## config.mk

```make
export PLATFORM = sky130hd
export DESIGN_NAME = ps2_cursor_tracker
export DESIGN_NICKNAME = d
export VERILOG_FILES = /design/src/rtl/ps2_cursor_pkg.sv /design/src/rtl/ps2_click_fsm.sv /design/src/rtl/ps2_cursor_tracker.sv
export SDC_FILE = /design/constraint.sdc
export NUM_CORES = 1
export LEC_CHECK = 0
export CAP_MARGIN = 20
export CORE_AREA = 8 8 116 118
export CTS_CLUSTER_DIAMETER = 80
export DETAILED_ROUTE_END_ITERATION = 7
export DIE_AREA = 0 0 124 126
export GPL_TIMING_DRIVEN = 0
export PLACE_DENSITY = 0.69
export SYNTH_ARGS = -nofsm -noshare
export SYNTH_HDL_FRONTEND = slang
export SYNTH_SLANG_ARGS = --single-unit
```

## constraint.sdc

```tcl
create_clock -name sys_clk -period 4.9 [get_ports sys_clk]
set_input_delay 1.47 -clock sys_clk [delete_from_list [all_inputs] [get_ports sys_clk]]
set_output_delay 1.47 -clock sys_clk [all_outputs]
set_load 0.01 [all_outputs]
```

## src/rtl/ps2_cursor_pkg.sv

```systemverilog
// Shared region codes, click FSM states and default screen/grid/hotspot
// geometry for the PS/2 cursor tracker.
package ps2_cursor_pkg;

  localparam logic [1:0] KIND_NONE = 2'd0;
  localparam logic [1:0] KIND_GRID = 2'd1;
  localparam logic [1:0] KIND_HOT  = 2'd2;

  localparam int DEF_POS_W      = 10;
  localparam int DEF_X_MAX      = 783;
  localparam int DEF_Y_MAX      = 583;
  localparam int DEF_HOME_X     = 384;
  localparam int DEF_HOME_Y     = 284;
  localparam int DEF_GRID_X0    = 272;
  localparam int DEF_GRID_Y0    = 172;
  localparam int DEF_CELL_SHIFT = 5;
  localparam int DEF_GRID_COLS  = 8;
  localparam int DEF_GRID_ROWS  = 8;
  localparam int DEF_IDX_W      = 6;
  localparam int DEF_NUM_HOT    = 2;

  // {x0,x1,y0,y1} per hotspot, hotspot 0 (retract) in the LSBs, hotspot 1 (retry) above it
  localparam logic [DEF_NUM_HOT*4*DEF_POS_W-1:0] DEF_HOT_RECTS = {
    10'd200, 10'd250, 10'd200, 10'd250,
    10'd100, 10'd150, 10'd200, 10'd250
  };

  typedef struct packed {
    logic [1:0]           kind;
    logic [DEF_IDX_W-1:0] idx;
  } region_t;

  typedef enum logic {
    ST_IDLE  = 1'b0,
    ST_ARMED = 1'b1
  } click_state_t;

endpackage

```

## src/rtl/ps2_click_fsm.sv

```systemverilog
// Per-button press/release tracker: pulses click when the release lands in
// the same non-empty region that was latched at press time.
module ps2_click_fsm
  import ps2_cursor_pkg::*;
#(
  parameter int IDX_W = DEF_IDX_W
) (
  input  logic             sys_clk,
  input  logic             reset,
  input  logic             pkt_vld,
  input  logic             button,
  input  logic [IDX_W+1:0] region,
  output logic             click,
  output logic [IDX_W+1:0] click_region
);

  click_state_t     state, state_nxt;
  logic             prev_btn;
  logic [IDX_W+1:0] latched, latched_nxt;
  logic             fire;

  always_ff @(posedge sys_clk) begin
    if (reset) begin
      state        <= ST_IDLE;
      prev_btn     <= 1'b0;
      latched      <= '0;
      click        <= 1'b0;
      click_region <= '0;
    end else begin
      state        <= state_nxt;
      latched      <= latched_nxt;
      click        <= fire;
      click_region <= fire ? latched : '0;
      if (pkt_vld) prev_btn <= button;
    end
  end

  always_comb begin
    state_nxt = state;
    if (pkt_vld) begin
      case (state)
        ST_IDLE:  if (button && !prev_btn) state_nxt = ST_ARMED;
        ST_ARMED: if (!button) state_nxt = ST_IDLE;
        default:  state_nxt = ST_IDLE;
      endcase
    end
  end

  always_comb begin
    fire        = 1'b0;
    latched_nxt = latched;
    if (pkt_vld && state == ST_IDLE && button && !prev_btn)
      latched_nxt = region;
    if (pkt_vld && state == ST_ARMED && !button &&
        region == latched && region[IDX_W+1:IDX_W] != KIND_NONE)
      fire = 1'b1;
  end

endmodule

```

## src/rtl/ps2_cursor_tracker.sv

```systemverilog
// Integrates PS/2 mouse deltas into a clamped cursor, decodes the cursor into
// a grid cell or hotspot, and turns same-region press/release into clicks.
module ps2_cursor_tracker
  import ps2_cursor_pkg::*;
#(
  parameter int POS_W       = DEF_POS_W,
  parameter int X_MAX       = DEF_X_MAX,
  parameter int Y_MAX       = DEF_Y_MAX,
  parameter int HOME_X      = DEF_HOME_X,
  parameter int HOME_Y      = DEF_HOME_Y,
  parameter int SPEED_SHIFT = 0,
  parameter int GRID_X0     = DEF_GRID_X0,
  parameter int GRID_Y0     = DEF_GRID_Y0,
  parameter int CELL_SHIFT  = DEF_CELL_SHIFT,
  parameter int GRID_COLS   = DEF_GRID_COLS,
  parameter int GRID_ROWS   = DEF_GRID_ROWS,
  parameter int IDX_W       = DEF_IDX_W,
  parameter int NUM_HOT     = DEF_NUM_HOT,
  parameter logic [NUM_HOT*4*POS_W-1:0] HOT_RECTS = DEF_HOT_RECTS
) (
  input  logic               sys_clk,
  input  logic               reset,
  input  logic               data_ready,
  input  logic [8:0]         x_increment,
  input  logic [8:0]         y_increment,
  input  logic               left_button,
  input  logic               right_button,
  output logic [POS_W-1:0]   cursor_x,
  output logic [POS_W-1:0]   cursor_y,
  output logic               in_grid,
  output logic [IDX_W-1:0]   cell_idx,
  output logic [NUM_HOT-1:0] hot_hover,
  output logic               left_click,
  output logic               right_click,
  output logic [1:0]         left_kind,
  output logic [1:0]         right_kind,
  output logic [IDX_W-1:0]   left_idx,
  output logic [IDX_W-1:0]   right_idx
);

  localparam int DW     = POS_W + 3;
  localparam int GRID_W = GRID_COLS << CELL_SHIFT;
  localparam int GRID_H = GRID_ROWS << CELL_SHIFT;

  function automatic logic signed [DW-1:0] scale_delta(input logic [8:0] inc);
    logic signed [DW-1:0] ext;
    ext = signed'({{(DW-9){inc[8]}}, inc});
    return ext <<< SPEED_SHIFT;
  endfunction

  function automatic logic [POS_W-1:0] clamp_pos(input logic signed [DW-1:0] v,
                                                 input int max_v);
    if (v < 0) return '0;
    if (int'(v) > max_v) return POS_W'(max_v);
    return POS_W'(v);
  endfunction

  function automatic int first_index(input logic [NUM_HOT-1:0] onehot);
    int n;
    n = 0;
    for (int i = 0; i < NUM_HOT; i++)
      if (onehot == (NUM_HOT'(1) << i)) n = i;
    return n;
  endfunction

  logic signed [DW-1:0] sx, sy;
  logic                 vld_p1, left_p1, right_p1;

  assign sx = signed'({3'b000, cursor_x}) + scale_delta(x_increment);
  assign sy = signed'({3'b000, cursor_y}) - scale_delta(y_increment);

  // Stage p0 -> p1: cursor integration; packet buttons follow as the packet-valid stage
  always_ff @(posedge sys_clk) begin
    if (reset) begin
      cursor_x <= POS_W'(HOME_X);
      cursor_y <= POS_W'(HOME_Y);
      vld_p1   <= 1'b0;
    end else begin
      vld_p1 <= data_ready;
      if (data_ready) begin
        cursor_x <= clamp_pos(sx, X_MAX);
        cursor_y <= clamp_pos(sy, Y_MAX);
      end
    end
  end

  always_ff @(posedge sys_clk) begin
    if (data_ready) begin
      left_p1  <= left_button;
      right_p1 <= right_button;
    end
  end

  int               cx, cy;
  logic [NUM_HOT-1:0] hot_hit, hot_first;
  logic             grid_hit;
  logic [IDX_W+1:0] region_nxt;
  logic [IDX_W-1:0] cell_nxt;
  logic [NUM_HOT-1:0] hover_nxt;

  assign cx = int'(cursor_x);
  assign cy = int'(cursor_y);
  assign grid_hit = (cx >= GRID_X0) && (cx < GRID_X0 + GRID_W) &&
                    (cy >= GRID_Y0) && (cy < GRID_Y0 + GRID_H);

  for (genvar h = 0; h < NUM_HOT; h++) begin : g_hot
    localparam int BASE = h * 4 * POS_W;
    localparam int HX0  = int'(HOT_RECTS[BASE + 3*POS_W +: POS_W]);
    localparam int HX1  = int'(HOT_RECTS[BASE + 2*POS_W +: POS_W]);
    localparam int HY0  = int'(HOT_RECTS[BASE + POS_W +: POS_W]);
    localparam int HY1  = int'(HOT_RECTS[BASE +: POS_W]);
    assign hot_hit[h] = (cx >= HX0) && (cx <= HX1) && (cy >= HY0) && (cy <= HY1);
  end

  // lowest set bit wins on overlapping hotspots
  assign hot_first = hot_hit & (~hot_hit + NUM_HOT'(1));

  always_comb begin
    region_nxt = {KIND_NONE, {IDX_W{1'b0}}};
    cell_nxt   = '0;
    hover_nxt  = '0;
    if (grid_hit) begin
      cell_nxt   = IDX_W'(((cy - GRID_Y0) >> CELL_SHIFT) * GRID_COLS +
                          ((cx - GRID_X0) >> CELL_SHIFT));
      region_nxt = {KIND_GRID, cell_nxt};
    end else if (hot_hit != '0) begin
      hover_nxt  = hot_first;
      region_nxt = {KIND_HOT, IDX_W'(first_index(hot_first))};
    end
  end

  // Stage p1 -> p2: registered region outputs, aligned with the click pulses
  always_ff @(posedge sys_clk) begin
    if (reset) begin
      in_grid   <= 1'b0;
      cell_idx  <= '0;
      hot_hover <= '0;
    end else begin
      in_grid   <= grid_hit;
      cell_idx  <= cell_nxt;
      hot_hover <= hover_nxt;
    end
  end

  logic [IDX_W+1:0] left_region, right_region;

  ps2_click_fsm #(.IDX_W(IDX_W)) u_left_fsm (
    .sys_clk      (sys_clk),
    .reset        (reset),
    .pkt_vld      (vld_p1),
    .button       (left_p1),
    .region       (region_nxt),
    .click        (left_click),
    .click_region (left_region)
  );

  ps2_click_fsm #(.IDX_W(IDX_W)) u_right_fsm (
    .sys_clk      (sys_clk),
    .reset        (reset),
    .pkt_vld      (vld_p1),
    .button       (right_p1),
    .region       (region_nxt),
    .click        (right_click),
    .click_region (right_region)
  );

  assign left_kind  = left_region[IDX_W+1:IDX_W];
  assign left_idx   = left_region[IDX_W-1:0];
  assign right_kind = right_region[IDX_W+1:IDX_W];
  assign right_idx  = right_region[IDX_W-1:0];

endmodule
```

==> After elaboration in Yosys (flattened, before gate mapping) <==
Cells that the tools add are included.
{ "classes": {"bitwise": 8, "order_cmp": 14, "n_reduce_logical": 35, "shift": 0, "addsub": 6, "eq_ne": 3, "mul": 0, "div_mod_pow": 0, "mux": 33} }
{ "ops": {"columns": ["operator", "count"], "rows": [
  ["10-bit 2-to-1 mux", 8],
  ["10-bit by 8-bit greater-or-equal comparator with 1-bit output, second input constant", 3],
  ["10-bit by 8-bit <= comparator with 1-bit output, second input constant", 3],
  ["1-bit logical AND", 25],
  ["12-bit by 11-bit > comparator with 1-bit output, second input constant", 2],
  ["12-bit by 1-bit < comparator with 1-bit output, second input constant", 2],
  ["1-bit 2-to-1 mux", 21],
  ["8-bit equality test", 2],
  ["8-bit 2-to-1 mux", 2],
  ["11-bit by 9-bit adder with 12-bit output", 1],
  ["11-bit by 9-bit subtractor with 12-bit output", 1],
  ["10-bit by 9-bit subtractor with 11-bit output, second input constant", 1],
  ["10-bit by 7-bit greater-or-equal comparator with 1-bit output, second input constant", 1],
  ["10-bit by 9-bit greater-or-equal comparator with 1-bit output, second input constant", 1],
  ["10-bit < comparator, second input constant", 1],
  ["10-bit by 9-bit < comparator with 1-bit output, second input constant", 1],
  ["8-bit subtractor, second input constant", 1],
  ["6-bit adder", 1],
  ["1-bit inverter", 6],
  ["2-bit OR reduction", 3],
  ["1-bit zero test", 4],
  ["1-bit case mux with 2 select lines", 2],
  ["2-bit nonzero test", 2],
  ["3-bit OR reduction", 1],
  ["4 further kinds", 4]
]} }
{ "totals": {"out_inout_bits": 47, "mem_bits_ro": 0, "latchBits": 0, "inputBits": 23, "word_cells": 117, "ramBits": 0, "n_memories": 0, "ff_bits": 70} }

==> Logic depth before layout (Yosys ltp) <==
Gate-level depths: netlist (run 1).
{ "logic_depth": {"ltp_word": 17, "mapped_depth": 14, "depth_no_buf": 13} }

==> By module <==
Synthesis (run 1) repeated with hierarchy kept, for this count alone.
{ "unflattened": {"cells_unflattened": 507, "area_unflattened_um2": 4351.7} }
{ "modules_own_cells": {"columns": ["mod", "cells_each", "area_per_inst_um2", "n_inst", "seq_area_each_um2"], "rows": [
  ["ps2_cursor_tracker", 355, 2787.7, 1, 660.6],
  ["ps2_click_fsm", 76, 782.0, 2, 380.4]
]} }

==> Least setup slack after synthesis (run 1) <==
OpenSTA, ideal clock, no wires.
{ "synth_timing": {"kind": "input port to flip-flop", "start": "in y_increment[0]", "end": "reg cursor_y[1]", "setup_ns": 0.143, "path_stages": 10, "required_ns": 4.757, "n_path_buf": 0, "path_slack_ns": 1.143, "arrival_time_ns": 3.614, "path_cell_list": "ha_1 inv_1 fa_1 a211oi_1 or3_1 a21boi_0 o41ai_1 o21ai_0 a22oi_1 a221oi_1"} }
{ "synth_between": {"elab_chain_len": 8, "elab_cells_between_ends": 13, "cone_classes": "1 x add/sub; 2 x order compare; 10 x mux"} }
{ "synth_lines": {"columns": ["element", "line_no", "source"], "rows": [
  ["from (decl)", "ps2_cursor_tracker.sv:25", "input logic [8:0] y_increment,"],
  ["11-bit by 9-bit subtractor with 12-bit output (*)", "ps2_cursor_tracker.sv:70", "assign sy = signed'({3'b000, cursor_y}) - scale_delta(y_increment);"],
  ["12-bit by 11-bit > comparator with 1-bit output", "ps2_cursor_tracker.sv:54", "if (int'(v) > max_v) return POS_W'(max_v);"],
  ["1-bit 2-to-1 mux (2 in series)", "ps2_cursor_tracker.sv:54", null],
  ["1-bit 2-to-1 mux", "ps2_cursor_tracker.sv:80", "if (data_ready) begin"],
  ["1-bit 2-to-1 mux", "ps2_cursor_tracker.sv:74", "if (reset) begin"],
  ["10-bit 2-to-1 mux", "ps2_cursor_tracker.sv:55", "return POS_W'(v);"],
  ["10-bit 2-to-1 mux (*)", "ps2_cursor_tracker.sv:54", null],
  ["to (signal assigned)", "ps2_cursor_tracker.sv:76", "cursor_y <= POS_W'(HOME_Y);"],
  ["to (signal assigned)", "ps2_cursor_tracker.sv:82", "cursor_y <= clamp_pos(sy, Y_MAX);"],
  ["to (decl)", "ps2_cursor_tracker.sv:29", "output logic [POS_W-1:0] cursor_y,"]
]} }
Every way passes the cells marked *; elsewhere a longest branch is shown, timed or not. The select of a mux whose other input is x is not followed.
A chain may end at the register's enable or synchronous reset.

==> Worst setup path after layout (run 1) <==
{ "layout_timing": {"start": "in x_increment[0]", "end": "reg cursor_x[2]"} }
{ "layout_between": {"elab_chain_len": 8, "elab_cells_between_ends": 13, "cone_classes": "1 x add/sub; 2 x order compare; 10 x mux"} }
{ "layout_lines": {"columns": ["element", "line_no", "source"], "rows": [
  ["from (decl)", "ps2_cursor_tracker.sv:24", "input logic [8:0] x_increment,"],
  ["11-bit by 9-bit adder with 12-bit output (*)", "ps2_cursor_tracker.sv:69", "assign sx = signed'({3'b000, cursor_x}) + scale_delta(x_increment);"],
  ["12-bit by 11-bit > comparator with 1-bit output", "ps2_cursor_tracker.sv:54", null],
  ["1-bit 2-to-1 mux (2 in series)", "ps2_cursor_tracker.sv:54", null],
  ["1-bit 2-to-1 mux", "ps2_cursor_tracker.sv:80", null],
  ["1-bit 2-to-1 mux", "ps2_cursor_tracker.sv:74", null],
  ["10-bit 2-to-1 mux", "ps2_cursor_tracker.sv:55", null],
  ["10-bit 2-to-1 mux (*)", "ps2_cursor_tracker.sv:54", null],
  ["to (signal assigned)", "ps2_cursor_tracker.sv:75", "cursor_x <= POS_W'(HOME_X);"],
  ["to (signal assigned)", "ps2_cursor_tracker.sv:81", "cursor_x <= clamp_pos(sx, X_MAX);"],
  ["to (decl)", "ps2_cursor_tracker.sv:28", "output logic [POS_W-1:0] cursor_x,"]
]} }
Marked as above.

==> flow_summary.toml, run 1 <==
[timing]
setup_violations = 0
setup_slack_ps = 466
hold_viol = 0
fin_crit_sh_pct = 90.5
slew_headroom_pct = 41.1
slew_viol_final = 0
skew_ps = 4.34
hold_slack_ps = 455
tightestPinTransition_ps = 882
rsz0062_at_grt = "no"
setup-tns-final_ps = 0
period_minus_slack_ps = 4430
fmax_mhz = 226

[worst_setup_path]
crit_arrival_ps = 4610
cp.depth = 12
r2r_start = "cursor_x[4]"
critPathLaunchType = "input port"
slowest_stage = "a311oi_1"
path_buf_inv = 2
path_max_fanout = 6
crit_type = "input port to flop"
critPathTopFamily = "compound AO/OA/AOI/OAI gates"
cpMostUsedCell = "a311oi_1"
r2r_end = "u_left_fsm.click_region[0]"
worstPathCellList = "clkdlybuf4s50_1 > ha_1 > inv_1 > fa_1 > nor2b_1 > o21a_1 > o21ai_0 > a211oi_1 > o21ba_2 > nor4b_1 > a311oi_1 > a311oi_1"
reg2reg_depth = 14
endpoint_kind = "flop"
max_stage_delay_ps = 700
reg2reg_slack_ps = 770
critPathRequiredTime_ps = 5080

[clocking]
cts_max_path_buffers = 2
clkTransAtPathRegs_ps = 60
cts_resized = 0
cts_buffers = 9
clockRootBuffer = "clkbuf_16"
cts_max_level = 3
cts_tree = "done"
insertion_delay_ps = 330
cts_setup_buffers = 0
cts_sinks = 70
holdBufCountCts = 0

[min_path]
hold_depth = 1
hp-start = "u_left_fsm.latched[7]"
min_to = "u_left_fsm.click_region[7]"
hold_class = "flop to flop"

[placed_design]
port_buffers = 69
gp_congestion = 0.901
place_area_sq_mm = 0.00538
pre_cts_ws_ps = 169
hpwl_mm = 9.13

[logic_synthesis]
ys_types = 77
synthArstFlopShare_pct = 0
yosysSeqAreaShare_pct = 31.6
netlist_area_sq_mm = 0.00450
synth-seq-cells = 70
synth_top_area_cell = "dfxtp_1"
synth_top_area_share_pct = 30.3
yosysWarnings = 0
synth_nets = 598
syn_inst = 544
synth_top_cells_by_area = "dfxtp_1 30%, ha_1 7.8%, a21oi_1 4.7%, nand2_1 3.8%, nor2_1 3.8%"
synth-edff-count = 2
syn_area_per_cell_sq_um = 8.27
synth_flop_cell = "dfxtp_1"

[global_route]
grt_pass1_wl_mm = 19.4
gr-usage-all-layers_pct = 15.1
grt_start_max_net_pins = 14
antenna_found_initial = 0
grt_pass1_vias = 4048
grt-ovfl-total = 0

[layout]
final_nets = 678
layout-drive-gt1-share_pct = 6.04
area_growth_pct = 25.9
diodes = 0
final_area_sq_mm = 0.00566

[die]
die_x_microns = 124
initial_core_util_pct = 38.4
rows = 40
boundaryPins = 70
core_sq_mm = 0.0117
die-area_sq_mm = 0.0156
die_y_microns = 126

[routing]
wire_per_inst_microns = 15.2
ant_nets = 0
drc = 0
vias = 4231
drtIter0Drc = 243
finalWirelength_mm = 11.8
viasPerCell = 5.45
drtPass1Iterations = 4

[pwr]
finalPower_w = 0.00201
leakagePower_nw = 2.19
power_density_mw_per_mm2 = 354
vdd_ir_drop_max_mv = 0.240

[run_status]
status = "completed"

[run]
maxCapViolCount = 0
[flip-flops by register name, summed over array words and instances (netlist names), 2 cells and up]
name	cells
cursor_x	10
cursor_y	10
u_left_fsm.click_region	8
u_left_fsm.latched	8
u_right_fsm.click_region	8
u_right_fsm.latched	8
cell_idx	6
hot_hover	2
[through the flow]
stage | instances | util [%]
2_1_floorplan | 544 | -
3_3_place_gp | 760 | 45.9
3_5_place_dp | 760 | 45.9
4_1_cts | 776 | 48.4
5_1_grt | 776 | 48.4
6_report | 776 | 48.4
[power breakdown]
| group | internal, W | leakage, nW | switching [W] |
|---|---|---|---|
| sequential | 0.000610 | 0.573 | 0.0000502 |
| combinational | 0.000322 | 1.48 | 0.000410 |
| clock | 0.000358 | 0.132 | 0.000255 |
| total | 0.00129 | 2.19 | 0.000715 |
[Yosys cell counts, types with 4 or more instances]
| cell type | number |
|---|---|
| o21bai_1 | 4 |
| nor4b_1 | 4 |
| nand3b_1 | 5 |
| xnor2_1 | 17 |
| ha_1 | 28 |
| clkbuf_1 | 15 |
| and2_1 | 19 |
| a21oi_1 | 42 |
| o31ai_1 | 5 |
| mux2i_1 | 5 |
| nand2_1 | 46 |
| o221ai_1 | 5 |
| nand2b_1 | 11 |
| inv_1 | 34 |
| o21ai_0 | 17 |
| nor2_1 | 45 |
| nand3_1 | 17 |
| dfxtp_1 | 68 |
| a31oi_1 | 11 |
| nor3_1 | 16 |
| nor2b_1 | 6 |
| a211oi_1 | 9 |
| a21o_1 | 11 |
| and3_1 | 8 |
| o21a_1 | 5 |
| xor2_1 | 10 |
[layout make-up]
type / instances / area (sq um)
fill: 1148 / 6050
tap: 147 / 184
sequential: 70 / 1420
multi-input combinational: 418 / 2860
clock buffer: 10 / 239
inverter: 36 / 135
clock inverter: 6 / 45.0
timing repair buffer: 69 / 691
buffer: 20 / 86.3
[layer usage]
metal | vias to the layer above | share of wire, % | wire [microns] | GRT usage (%)
li1 | 2129 | - | - | -
met1 | 1980 | 46 | 5430 | 19.4
met2 | 104 | 45 | 5350 | 23.8
met3 | 18 | 6.6 | 782 | 3.62
met4 | 0 | 1.8 | 216 | 5.74
met5 | - | 0 | 0 | 0
[placed cells by master (no fill, tap or decap), types with 3 or more instances in the layout]
master,Yosys,routed
a211oi_1,9,9
a21boi_0,3,3
a21o_1,11,11
a21oi_1,42,42
a221oi_1,3,3
a22o_1,3,3
a311oi_1,3,3
a31oi_1,11,11
and2_1,19,19
and3_1,8,8
clkbuf_1,15,15
clkbuf_16,0,9
clkdlybuf4s50_1,0,69
clkinvlp_4,0,3
dfxtp_1,68,68
fa_1,3,3
ha_1,28,28
inv_1,34,34
mux2i_1,5,5
nand2_1,46,46
nand2b_1,11,11
nand3_1,17,17
nand3b_1,5,5
nor2_1,45,45
nor2b_1,6,6
nor3_1,16,16
nor3b_1,3,3
nor4b_1,4,3
o211ai_1,3,3
o21a_1,5,5
o21ai_0,17,17
o21bai_1,4,4
o221ai_1,5,5
o31ai_1,5,5
o41ai_1,3,3
or3_1,3,3
xnor2_1,17,17
xor2_1,10,10
[cells by family after synthesis]
group | share of synthesized area [%]
DFF | 31.6
adders and majority gates | 9.12
buffers and inverters | 4.92
AOI/OAI and AO/OA | 23.9
xor gates and xnor gates | 5.87
muxes | 1.36
and+or+nand+nor | 23.3
[worst max-delay path by stage]
stage	slack [ps]	endpoint	from
after global routing	200	cursor_y[6]	y_increment[0]
after global placement	240	cursor_y[1]	y_increment[0]
after floorplan	1140	cursor_y[1]	y_increment[0]
after detailed placement	170	cursor_x[2]	x_increment[0]
final	470	cursor_x[2]	x_increment[0]
after CTS	520	cursor_x[2]	x_increment[0]
No activity file was read; power rests on OpenSTA's default activity.
==> inputs of run 2 (changes only) <==
- CAP_MARGIN: 20 -> not set
==> results of run 2 <==
The final DEF is identical to that of run 1; final timing and power are the same.
==> inputs of run 3 (changes only) <==
- CORE_AREA: 8 8 116 118 -> 8 8 132 103
- DIE_AREA: 0 0 124 126 -> 0 0 140 111
- GPL_ROUTABILITY_DRIVEN: not set -> 0
- PLACE_DENSITY: 0.69 -> 0.7
==> flow_summary.toml, run 3 (synthesized netlist as in run 1, its figures left out) <==
[layout]
layout-drive-gt1-share_pct = 6.04
final_nets = 678
reg_top3 = "cursor_x: 10 flops, cursor_y: 10 flops"
final_common_cell = "clkdlybuf4s50_1"
final_cell_mix = "69 x clkdlybuf4s50_1, 68 x dfxtp_1, 46 x nand2_1"
area_growth_pct = 26.1
diodes = 0

[placed_design]
pre_cts_ws_ps = 147
hpwl_mm = 9.55
port_buffers = 69

[routing]
finalWirelength_mm = 12.4
ant_nets = 0
viasPerCell = 5.61
drc = 0
vias = 4338
wire_per_inst_microns = 16.0
drtIter0Drc = 402
drtPass1Iterations = 5

[global_route]
grt_pass1_vias = 4060
grt-ovfl-total = 0
grt_start_max_net_pins = 14
antenna_found_initial = 0
gr-usage-all-layers_pct = 15.7
grt_pass1_wl_mm = 20.2

[clocking]
cts_max_level = 3
insertion_delay_ps = 330
clockRootBuffer = "clkbuf_16"
cts_resized = 0
cts_max_path_buffers = 2
cts_sinks = 70
cts_buffers = 9
holdBufCountCts = 0
cts_setup_buffers = 0
cts_tree = "done"
clkTransAtPathRegs_ps = 60

[pwr]
leakagePower_nw = 2.21
vdd_ir_drop_max_mv = 0.171
power_density_mw_per_mm2 = 359

[die]
initial_core_util_pct = 39.5
die_x_microns = 140
core_sq_mm = 0.0114
rows = 34
die-area_sq_mm = 0.0155
boundaryPins = 70
die_y_microns = 111

[min_path]
hold_class = "flop to flop"

[worst_setup_path]
critPathRequiredTime_ps = 5080
endpoint_kind = "flop"
path_max_fanout = 5
critPathLaunchType = "input port"
reg2reg_slack_ps = 880
crit_type = "input port to flop"
crit_arrival_ps = 4640

[timing]
tightestPinTransition_ps = 988
slew_viol_final = 0
setup_violations = 0
setup-tns-final_ps = 0
setup_slack_ps = 432
rsz0062_at_grt = "no"
period_minus_slack_ps = 4470
fin_crit_sh_pct = 91.2
skew_ps = 4.87
slew_headroom_pct = 34.0
hold_viol = 0
fmax_mhz = 224

[run]
maxCapViolCount = 0

[run_status]
status = "completed"
## run 3: changes by cell type in the layout (fill, tap and decap cells not counted), sizes merged
| cell | delta |
|---|---|
| clkinv | +3 |
| clkinvlp | -3 |
| clkbuf | -1 |
| bufinv | +1 |
## run 3: where the power goes
part | internal [W] | switching, W | total (W)
Combinational | 0.000322 | 0.000413 | 0.000735
Clock | 0.000395 | 0.000246 | 0.000642
Sequential | 0.000610 | 0.0000497 | 0.000660
Total | 0.00133 | 0.000709 | 0.00204
## run 3: final cells by class
| cell class | instances | area (sq um) |
|---|---|---|
| clock buffer | 9 | 225 |
| tap | 144 | 180 |
| multi-input combinational | 418 | 2860 |
| inverter | 36 | 135 |
| sequential | 70 | 1420 |
| buffer | 20 | 86.3 |
| timing repair buffer | 69 | 691 |
| clock inverter | 7 | 72.6 |
| fill | 1100 | 5730 |
## run 3: worst paths after layout
path	cells past startpoint	start	to
setup / recovery	11	y_increment[0]	cursor_y[1]
hold / removal	1	u_left_fsm.latched[7]	u_left_fsm.click_region[7]
setup reg to reg	14	cursor_x[4]	u_left_fsm.click_region[2]
hold reg to reg	1	u_left_fsm.latched[7]	u_left_fsm.click_region[7]
## run 3: metal layers
layer	vias to the layer above	GRT usage (%)	part of all wire, %
met5	-	0	0
met4	0	4.76	1.0
met3	10	4.04	6.9
met2	141	24.8	45
met1	2058	20.6	47
li1	2129	-	-
## run 3: critical path, stage by stage
cell	delay, ps
clkdlybuf4s50_1	460
ha_1	150
inv_1	50
fa_1	410
a211oi_1	450
or3_1	190
a21boi_0	90
o41ai_1	570
o21ai_0	200
a22oi_1	460
a221oi_1	140
## run 3: stage by stage
stage	power, W	util, %	std cells	hold WS [ps]	instance area, sq um
2_1_floorplan	0.00118	-	544	430	4500
3_3_place_gp	0.00137	47.1	757	448	5370
3_5_place_dp	0.00139	47.2	757	444	5380
4_1_cts	0.00204	49.8	773	457	5670
5_1_grt	0.00215	49.8	773	484	5670
6_report	0.00204	49.8	773	456	5670
